## src/rtl/map_port_arbiter.sv

```systemverilog
// ============================================================================
// Module : map_port_arbiter
// Desc   : Arbitrates port B of bRAM_map among N_REQ valid/ready requesters and
//          routes read data back. Optional macro MAP_ARB_FIXED_PRIO_EN selects
//          fixed priority instead of round-robin.
// Rev    : 1.0
// ============================================================================
`default_nettype none

module map_port_arbiter #(
  parameter int N_REQ     = 3,
  parameter int ADDR_W    = 19,
  parameter int DATA_W    = 16,
  parameter int RD_LAT    = 1,
  parameter int MAP_DEPTH = 256
) (
  input  logic                    clk,
  input  logic                    rstn,
  input  logic [N_REQ-1:0]        req_valid,
  input  logic [N_REQ-1:0]        req_we,
  input  logic [N_REQ*ADDR_W-1:0] req_addr,
  input  logic [N_REQ*DATA_W-1:0] req_wdata,
  output logic [N_REQ-1:0]        req_ready,
  output logic [N_REQ-1:0]        rsp_valid,
  output logic [DATA_W-1:0]       rsp_data,
  output logic [ADDR_W-1:0]       bram_addr,
  output logic                    bram_we,
  output logic [DATA_W-1:0]       bram_din,
  input  logic [DATA_W-1:0]       bram_dout,
  output logic                    err_oor
);

  localparam int IDX_W = (N_REQ > 1) ? $clog2(N_REQ) : 1;
  localparam logic [ADDR_W-1:0] C_DEPTH = ADDR_W'(MAP_DEPTH);

  logic [N_REQ-1:0]  w_grant;
  logic [IDX_W-1:0]  w_gidx;
  logic              w_accept;
  logic              w_we;
  logic              w_oor;
  logic [ADDR_W-1:0] w_addr;
  logic [DATA_W-1:0] w_wdata;
  logic [N_REQ-1:0]  w_rsp_onehot;

  // Tag pipeline: stage k holds the read accepted k edges ago.
  logic [RD_LAT:0]             r_tag_vld;
  logic [RD_LAT:0]             r_tag_oor;
  logic [RD_LAT:0][IDX_W-1:0]  r_tag_idx;

`ifdef MAP_ARB_FIXED_PRIO_EN
  always_comb begin
    w_grant = '0;
    w_gidx  = '0;
    for (int k = N_REQ - 1; k >= 0; k--) begin
      if (req_valid[k]) begin
        w_grant    = '0;
        w_grant[k] = 1'b1;
        w_gidx     = IDX_W'(k);
      end
    end
  end
`else
  logic [IDX_W-1:0] r_last;
  logic             w_found;
  int               w_pos;

  always_comb begin
    w_grant = '0;
    w_gidx  = '0;
    w_found = 1'b0;
    w_pos   = 0;
    for (int k = 0; k < N_REQ; k++) begin
      w_pos = int'(r_last) + 1 + k;
      if (w_pos >= N_REQ) w_pos = w_pos - N_REQ;
      if (!w_found && req_valid[w_pos]) begin
        w_found        = 1'b1;
        w_grant[w_pos] = 1'b1;
        w_gidx         = IDX_W'(w_pos);
      end
    end
  end

  always_ff @(posedge clk or negedge rstn) begin
    if (!rstn) r_last <= IDX_W'(N_REQ - 1);
    else if (w_accept) r_last <= w_gidx;
  end
`endif

  always_comb begin
    w_addr  = '0;
    w_wdata = '0;
    w_we    = 1'b0;
    for (int i = 0; i < N_REQ; i++) begin
      if (w_grant[i]) begin
        w_addr  = req_addr[i*ADDR_W +: ADDR_W];
        w_wdata = req_wdata[i*DATA_W +: DATA_W];
        w_we    = req_we[i];
      end
    end
  end

  assign w_accept  = |w_grant;
  assign w_oor     = (w_addr >= C_DEPTH);
  assign req_ready = w_grant;

  always_comb begin
    w_rsp_onehot = '0;
    for (int i = 0; i < N_REQ; i++) begin
      w_rsp_onehot[i] = (r_tag_idx[RD_LAT] == IDX_W'(i));
    end
  end

  always_ff @(posedge clk or negedge rstn) begin
    if (!rstn) begin
      bram_addr <= '0;
      bram_we   <= 1'b0;
      bram_din  <= '0;
      err_oor   <= 1'b0;
      r_tag_vld <= '0;
      r_tag_oor <= '0;
      r_tag_idx <= '0;
      rsp_valid <= '0;
      rsp_data  <= '0;
    end else begin
      // Out-of-range writes are swallowed; out-of-range reads answer zero.
      bram_we <= w_accept & w_we & ~w_oor;
      if (w_accept) begin
        bram_addr <= w_addr;
        bram_din  <= w_wdata;
        if (w_oor) err_oor <= 1'b1;
      end
      r_tag_vld <= {r_tag_vld[RD_LAT-1:0], w_accept & ~w_we};
      r_tag_oor <= {r_tag_oor[RD_LAT-1:0], w_oor};
      r_tag_idx <= {r_tag_idx[RD_LAT-1:0], w_gidx};
      rsp_valid <= r_tag_vld[RD_LAT] ? w_rsp_onehot : '0;
      if (r_tag_vld[RD_LAT]) rsp_data <= r_tag_oor[RD_LAT] ? '0 : bram_dout;
    end
  end

endmodule

`default_nettype wire

```

## config.mk

```make
export PLATFORM = sky130hd
export DESIGN_NAME = map_port_arbiter
export DESIGN_NICKNAME = d
export VERILOG_FILES = /design/src/rtl/map_port_arbiter.sv
export SDC_FILE = /design/constraint.sdc
export NUM_CORES = 1
export LEC_CHECK = 0
export ABC_CLOCK_PERIOD_IN_PS = 4500
export BUFFER_PORTS_ARGS = -buffer_cell sky130_fd_sc_hd__buf_2
export CAP_MARGIN = 20
export CELL_PAD_IN_SITES_DETAIL_PLACEMENT = 1
export CELL_PAD_IN_SITES_GLOBAL_PLACEMENT = 1
export CORE_ASPECT_RATIO = 1.5
export CORE_MARGIN = 8
export CORE_UTILIZATION = 25
export DETAILED_ROUTE_END_ITERATION = 8
export GPL_TIMING_DRIVEN = 0
export PLACE_DENSITY_LB_ADDON = 0.1
export SYNTH_ARGS = -nofsm -noshare
export SYNTH_HDL_FRONTEND = slang
export SYNTH_SLANG_ARGS = --single-unit
```

## constraint.sdc

```tcl
create_clock -name clk -period 4.5 [get_ports clk]
set_input_delay 0 -clock clk [delete_from_list [all_inputs] [get_ports clk]]
set_output_delay 0 -clock clk [all_outputs]
set_load 0.03 [all_outputs]
```

==> impl_metrics.toml, run 1 <==
[worst_setup_path]
critical_path_class = "register to register"
r2r_cells = 14
r2r_slack_ps = 270
cp-start-kind = "register"
worstReg2RegStart = "r_last[1]"
required_ps = 4700
cp.arrival_ps = 4430
r2r_end = "bram_addr[0]"
cp_max_fo = 10
endpoint_kind = "register"

[place]
port_buffers = 187
place_hpwl_mm = 11.13
gp_congestion = 0.7564
place_inst = 701

[clocking]
cts_setup_buffers = 0
cts_tree = "done"
cts_buffer_depth = 2
path_clk_slew_ps = 60
cts_buffers = 9
htreeDepth = 3
cts.sinks = 66
ctsRootBufferMaster = "clkbuf_16"
worstSkewPairLatency_ps = 330

[routing]
top_layer = "met4"
routedWlPerCell_microns = 18.33
totalWireLength_mm = 14.35
drtPass1Iterations = 5
met2WireLength_mm = 7.758
wl_met3_microns = 856
drc = 0
num_vias = 3799
drtAntennaViolNets = 0
drtIter0Drc = 85
wl_met1_mm = 5.571
vias_per_cell = 4.852

[sta]
final.setup.tns_ps = 0
rsz0062_at_grt = "no"
hold_viol = 0
period_needed_ps = 4229
report.final.slew_viol_count = 0
setup_viol = 0
tightest_slew_ps = 850.5
skew_ps = 6.142
max_freq_mhz = 236.5
finalCritPeriodShare_pct = 93.97
slew_headroom_pct = 41.84

[pwr]
p_clk_share_pct = 15.6
intPower_mw = 2.570
peakVddDrop_mv = 0.3783
leakage_nw = 2.583
swShare_pct = 46.67
p_switching_mw = 2.249
power_density_nw_per_um2 = 874.1
pwr-share-comb_pct = 63.9
p_seq_share_pct = 20.5

[synthesis]
yosysMostFrequentCell = "dfrtp_1"
synth_top_cell_by_area = "dfrtp_1"
ys_dominant_reg_cell = "dfrtp_1"
synthTopCellsByArea = "dfrtp_1 (48%), o22ai_1 (9.3%), a21oi_1 (4.3%)"
synth_commonest_cells = "dfrtp_1 (65), o22ai_1 (50), a21oi_1 (29)"
synth_sequential_area_ratio_pct = 48.91
synth-async-reset-ratio_pct = 100.0
ys_seq_elements = 66
synth_area_sq_um = 3379
ys_warn_count = 0
synth_top_cell_area_share_pct = 48.13
synth-edff-count = 0
synth_nets = 487
synth_cell_types = 50
avgSynthCellArea_sq_um = 9.601
synthCells = 352

[finish]
drive_gt1_share_pct = 35.43
area_growth_syn_to_layout_pct = 63.12
fillers = 1612
antenna_cells = 0
nets = 751
fin_cells = 783

[grt]
antenna_found_initial = 0
grt_pass1_vias = 4249
grt_pass1_wl_mm = 22.74
grt_overflow_total = 0
grt_usage_pct = 15.98
grt_start_max_net_pins = 67

[min_path]
hp-class = "input pin to register"
min_to = "bram_din[6]"
worstHoldPathCells = 3
min_from = "req_wdata[38]"

[floorplan]
top_level_ports = 188
rows = 52
initial_core_util_pct = 25.34
coreArea_sq_um = 13340
dieArea_sq_um = 17570
dieHeight_microns = 158.4
fp.dieW_microns = 110.9

[outcome]
outcome = "complete, no violations"

[job]
drv_cap = 0
through the flow:
stage	utilization (%)	hold WS, ps	cell area (sq um)	total power, mW	setup slack, ps
after detailed placement	33.89	182.5	4521	3.787	1052
final	41.33	2.832	5513	4.819	271.4
after global routing	41.33	6.407	5513	5.182	11.31
after CTS	41.25	0.4848	5502	4.865	175.1
after global placement	33.87	209.3	4518	3.722	1111
after floorplan	-	-295.6	3379	2.922	1638
how the worst max path moves through the flow:
| stage | startpoint | to | slack (ps) | cells after the start |
|---|---|---|---|---|
| after floorplan | r_last[1] | bram_addr[0] | 1640 | 13 |
| after global placement | r_last[1] | r_tag_oor[0] | 1110 | 12 |
| after detailed placement | r_last[1] | r_tag_oor[0] | 1050 | 12 |
| after CTS | r_last[1] | bram_addr[0] | 180 | 14 |
| after global routing | r_last[1] | bram_addr[0] | 10 | 13 |
| final | r_last[1] | bram_addr[0] | 270 | 14 |
power groups by stage:
| stage | clock network [mW] | logic [mW] | registers (mW) |
|---|---|---|---|
| 3_3_place_gp | 0 | 2.74 | 0.984 |
| 2_1_floorplan | 0 | 1.53 | 1.39 |
| 5_1_grt | 0.799 | 3.37 | 1.02 |
| 6_report | 0.751 | 3.08 | 0.986 |
| 3_5_place_dp | 0 | 2.79 | 0.999 |
| 4_1_cts | 0.776 | 3.10 | 0.989 |
final cells by class:
cell class | count | area (sq um) | area share (%)
Tap cell | 162 | 202.7 | 3.677
Inverter | 24 | 90.09 | 1.634
Clock inverter | 6 | 91.34 | 1.657
Timing Repair Buffer | 253 | 1599 | 29.01
Buffer | 26 | 147.6 | 2.678
Clock buffer | 10 | 229.0 | 4.153
Multi-Input combinational cell | 236 | 1500 | 27.21
Sequential cell | 66 | 1653 | 29.98
per-layer routing:
layer | vias to the layer above | global-route usage (%)
met2 | 126 | 29.47
met3 | 12 | 4.940
met5 | - | 0
li1 | 1832 | -
met4 | 0 | 4.651
met1 | 1829 | 17.07
sequential cells by signal, indices dropped and copies added, names as in the netlist:
signal / count
r_tag_idx: 4
rsp_valid: 3
err_oor: 1
bram_we: 1
r_tag_vld: 2
rsp_data: 16
r_tag_oor: 2
r_last: 2
bram_din: 16
bram_addr: 19
kinds of logic (layout without fill, tap and decap cells):
kind of cell	count (synthesis)	count (layout)	synth area share [%]
XOR/XNOR	1	1	0.2592
adder cells (fa/ha/maj)	6	6	2.221
AO/OA/AOI/OAI	139	139	27.06
flip-flops	66	66	48.91
buffers and inverters	50	319	7.034
multiplexers	10	10	2.962
AND/OR/NAND/NOR	80	80	11.55
critical path, stage by stage, from the launching register on:
cell and delay [ps]:
dfstp_2 550, inv_1 110, ha_1 340, buf_4 190, mux2i_1 190, o21a_1 120
buf_4 180, nand2_1 110, o221ai_4 300, nand2_1 280, clkbuf_1 310, o22ai_1 200
dlygate4sd3_1 580, a21oi_1 60, dlygate4sd3_1 580
repair_timing:
| item | CTS | global route |
|---|---|---|
| hold buffers | 66 | 0 |
| endpoints found under the setup margin | 0 | 2 |
| gates resized for setup | 0 | 1 |
| endpoints found under the hold margin | 112 | 0 |
cells in the final DEF, fill, tap and decap left out, types with 2 or more instances in the layout:
| master | n |
|---|---|
| buf_1 | 2 |
| and3b_1 | 2 |
| buf_4 | 3 |
| buf_2 | 190 |
| inv_2 | 2 |
| a21o_1 | 7 |
| ha_1 | 6 |
| mux2i_1 | 10 |
| inv_1 | 22 |
| dfrtp_1 | 65 |
| clkinv_4 | 3 |
| o21ai_0 | 20 |
| o22ai_1 | 50 |
| nor3_1 | 4 |
| nor2_1 | 17 |
| o2bb2ai_1 | 5 |
| clkbuf_16 | 9 |
| clkbuf_1 | 14 |
| a2111oi_0 | 2 |
| o21a_1 | 2 |
| nand3b_1 | 3 |
| nand3_1 | 9 |
| nor4_1 | 2 |
| buf_6 | 5 |
| nor2b_1 | 3 |
| a211oi_1 | 6 |
| or2_1 | 2 |
| a21oi_1 | 29 |
| or3_1 | 4 |
| nand2_1 | 27 |
| a31oi_1 | 2 |
| bufinv_16 | 2 |
| a311oi_1 | 4 |
| nand2b_1 | 2 |
| dlygate4sd3_1 | 66 |
(Power assumes the default switching activity.)
==> inputs of run 2 (changes only) <==
--- a/config.mk
+++ b/config.mk
@@ -5,6 +5,7 @@
 export SDC_FILE = /design/constraint.sdc
 export NUM_CORES = 1
 export LEC_CHECK = 0
+export ABC_AREA = 1
 export ABC_CLOCK_PERIOD_IN_PS = 4500
 export BUFFER_PORTS_ARGS = -buffer_cell sky130_fd_sc_hd__buf_2
 export CAP_MARGIN = 20
@@ -12,7 +13,7 @@
 export CELL_PAD_IN_SITES_GLOBAL_PLACEMENT = 1
 export CORE_ASPECT_RATIO = 1.5
 export CORE_MARGIN = 8
-export CORE_UTILIZATION = 25
+export CORE_UTILIZATION = 33
 export DETAILED_ROUTE_END_ITERATION = 8
 export GPL_TIMING_DRIVEN = 0
 export PLACE_DENSITY_LB_ADDON = 0.1
==> run 2 against run 1 <==
  * Total power is 12% higher
  * Sequential share of layout area is 0.38 points higher
  * Register-to-register slack better by 740 ps
  * Die area is 20% lower
  * Synthesized cell count is 19% higher
  * Design area is 1.2% lower
  * Sequential cell count stayed put
  * Critical path depth is 2 higher
  * Clock skew is 1.2 ps lower
  * Combinational power is 20% higher
  * Via count is 7.9% higher
==> impl_metrics.toml, run 2 <==
[grt]
busiest_layer = "met2"
grt_usage_pct = 21.31
grt_start_max_net_pins = 67
grt_overflow_total = 0
grt_util_met2_pct = 38.29
grt_pass1_vias = 4610
antenna_found_initial = 0
grt_pass1_wl_mm = 23.76
met3_usage_pct = 4.781
grtUsageMet1_pct = 23.80

[synthesis]
synth_nets = 553
yosysMostFrequentCell = "nand2_1"
ys_warn_count = 0
synthCells = 418
synth_cell_types = 30
synth-edff-count = 0
ys_seq_elements = 66
synth_sequential_area_ratio_pct = 48.05
avgSynthCellArea_sq_um = 8.229
ys_dominant_reg_cell = "dfrtp_1"
synth_top_cell_by_area = "dfrtp_1"
synth_area_sq_um = 3440
synth_top_cell_area_share_pct = 47.29
synth_commonest_cells = "nand2_1 (91), dfrtp_1 (65), nand3_1 (49)"
synth-async-reset-ratio_pct = 100.0
synthTopCellsByArea = "dfrtp_1 (47%), nand2_1 (9.9%), nand3_1 (7.1%)"

[sta]
finalCritPeriodShare_pct = 77.45
rsz0062_at_grt = "no"
slew_headroom_pct = 42.12
max_freq_mhz = 286.9
final.setup.tns_ps = 0
report.final.slew_viol_count = 0
hold_viol = 0
tightest_slew_ps = 868.2
setup_viol = 0
skew_ps = 4.973
period_needed_ps = 3485

[worst_setup_path]
r2r_end = "bram_addr[6]"
r2r_slack_ps = 1010
critical_path_class = "register to register"
worst-path-buf-inv = 6
cp-start-kind = "register"
cp_max_fo = 10
worst_path_max_delay_cell = "dlygate4sd3_1"
worstReg2RegStart = "r_last[1]"
cp.arrival_ps = 3690
r2r_cells = 16
max_stage_delay_ps = 590
critical_path.cell_chain = "inv_1 -> ha_1 -> inv_1 -> nand2_1 -> nand3_1 -> nand2_2 -> nand3_1 -> nand2_1 -> inv_2 -> nand2_2 -> nor3_2 -> inv_2 -> clkbuf_1 -> o22ai_1 -> a31oi_1 -> dlygate4sd3_1"
crit_start = "r_last[1]"
path_delay_family = "buffers and inverters"
required_ps = 4710
endpoint_kind = "register"

[finish]
finish.instance_area_sq_um = 5444
final_cell_mix = "buf_2 (192), nand2_1 (91), dfrtp_1 (65)"
mostFrequentLayoutCell = "buf_2"
fillers = 1275
area_growth_syn_to_layout_pct = 58.28
final_util_pct = 53.72
largest_reg_flops = 19
nets = 813
antenna_cells = 0
fin_cells = 800
reg_top3 = "bram_addr: 19 flops, bram_din: 16 flops, rsp_data: 16 flops"
largest_register = "bram_addr"
drive_gt1_share_pct = 35.58

[place]
gp_congestion = 0.8125
port_buffers = 187
dpl_cell_area_sq_um = 4524
place_inst = 722
place_hpwl_mm = 10.86

[clocking]
cts_buffer_depth = 2
cts_setup_buffers = 0
worstSkewPairLatency_ps = 330
cts.sinks = 66
path_clk_slew_ps = 50
htreeDepth = 3
ctsRootBufferMaster = "clkbuf_16"
cts_buffers = 9
cts_tree = "done"

[floorplan]
initial_core_util_pct = 33.94
dieHeight_microns = 141.0
rows = 45
fp.dieW_microns = 99.36
top_level_ports = 188
coreArea_sq_um = 10130
dieArea_sq_um = 14010

[routing]
drtPass1Iterations = 4
drtAntennaViolNets = 0
vias_per_cell = 5.125
drc = 0
routedWlPerCell_microns = 18.57
drtIter0Drc = 86
totalWireLength_mm = 14.86
num_vias = 4100

[job]
drv_cap = 0

[pwr]
power_density_nw_per_um2 = 991.2
leakage_nw = 2.841
power_mw = 5.396
peakVddDrop_mv = 0.4165

[min_path]
worstHoldPathCells = 3
hp-class = "input pin to register"
min_from = "req_addr[19]"
min_to = "bram_addr[0]"

[outcome]
outcome = "complete, no violations"
[run 2: changes by cell type after synthesis, moves of 10 or more]
cell	previous run	this run
o22ai_1	50	24
nand3_1	9	49
a31oi_1	2	24
mux2i_1	10	0
nand2_1	27	91
[run 2: area by class of cell]
type	instances	area [sq um]	area share, %
Buffer	28	168.9	3.103
Clock buffer	14	264.0	4.849
Clock inverter	2	35.03	0.6435
Inverter	37	138.9	2.551
Multi-Input combinational cell	287	1479	27.17
Sequential cell	66	1653	30.36
Tap cell	117	146.4	2.689
Timing Repair Buffer	249	1559	28.64
[run 2: kinds of logic (layout without fill, tap and decap cells)]
family	after synthesis	after routing	synth area share, %
AND/OR/NAND/NOR	175	175	23.57
buffers and inverters	65	330	8.949
flip-flops	66	66	48.05
AO/OA/AOI/OAI	106	106	17.24
adder cells (fa/ha/maj)	6	6	2.183
[run 2: per-layer routing]
metal  wire [microns]  vias to the layer above
met5                0                        -
met1             5913                     1968
met4              295                        0
li1                 -                     1945
met2             7707                      163
met3              941                       24
[run 2: worst max path at each step]
stage | to | slack (ps) | cells after the start
5_1_grt | bram_addr[6] | 720 | 16
3_3_place_gp | bram_addr[3] | 1640 | 14
4_1_cts | bram_din[12] | 1040 | 15
3_5_place_dp | bram_addr[1] | 1580 | 14
2_1_floorplan | bram_we | 2070 | 17
6_report | bram_addr[6] | 1010 | 16
[run 2: worst min-delay path: cells and delay by family]
family / cells / cell delay [ps]
AO/OA/AOI/OAI: 2 / 210
buffers and inverters: 1 / 70
[run 2: per-stage QoR]
stage / hold slack [ps] / worst slack [ps]
CTS: 0.2517 / 1040
detailed placement: 164.1 / 1579
floorplan: -295.6 / 2066
finish: 6.256 / 1015
global route: 15.82 / 720.3
global placement: 245.2 / 1637
[run 2: timing repair]
item / CTS / global route
hold endpoints to repair: 113 / 0
gates resized for setup: 0 / 0
hold buffers: 62 / 0
[run 2: report_power, final]
group,switching [mW],internal [mW]
Combinational,2.35,1.34
Clock,0.249,0.459
Sequential,0.123,0.876
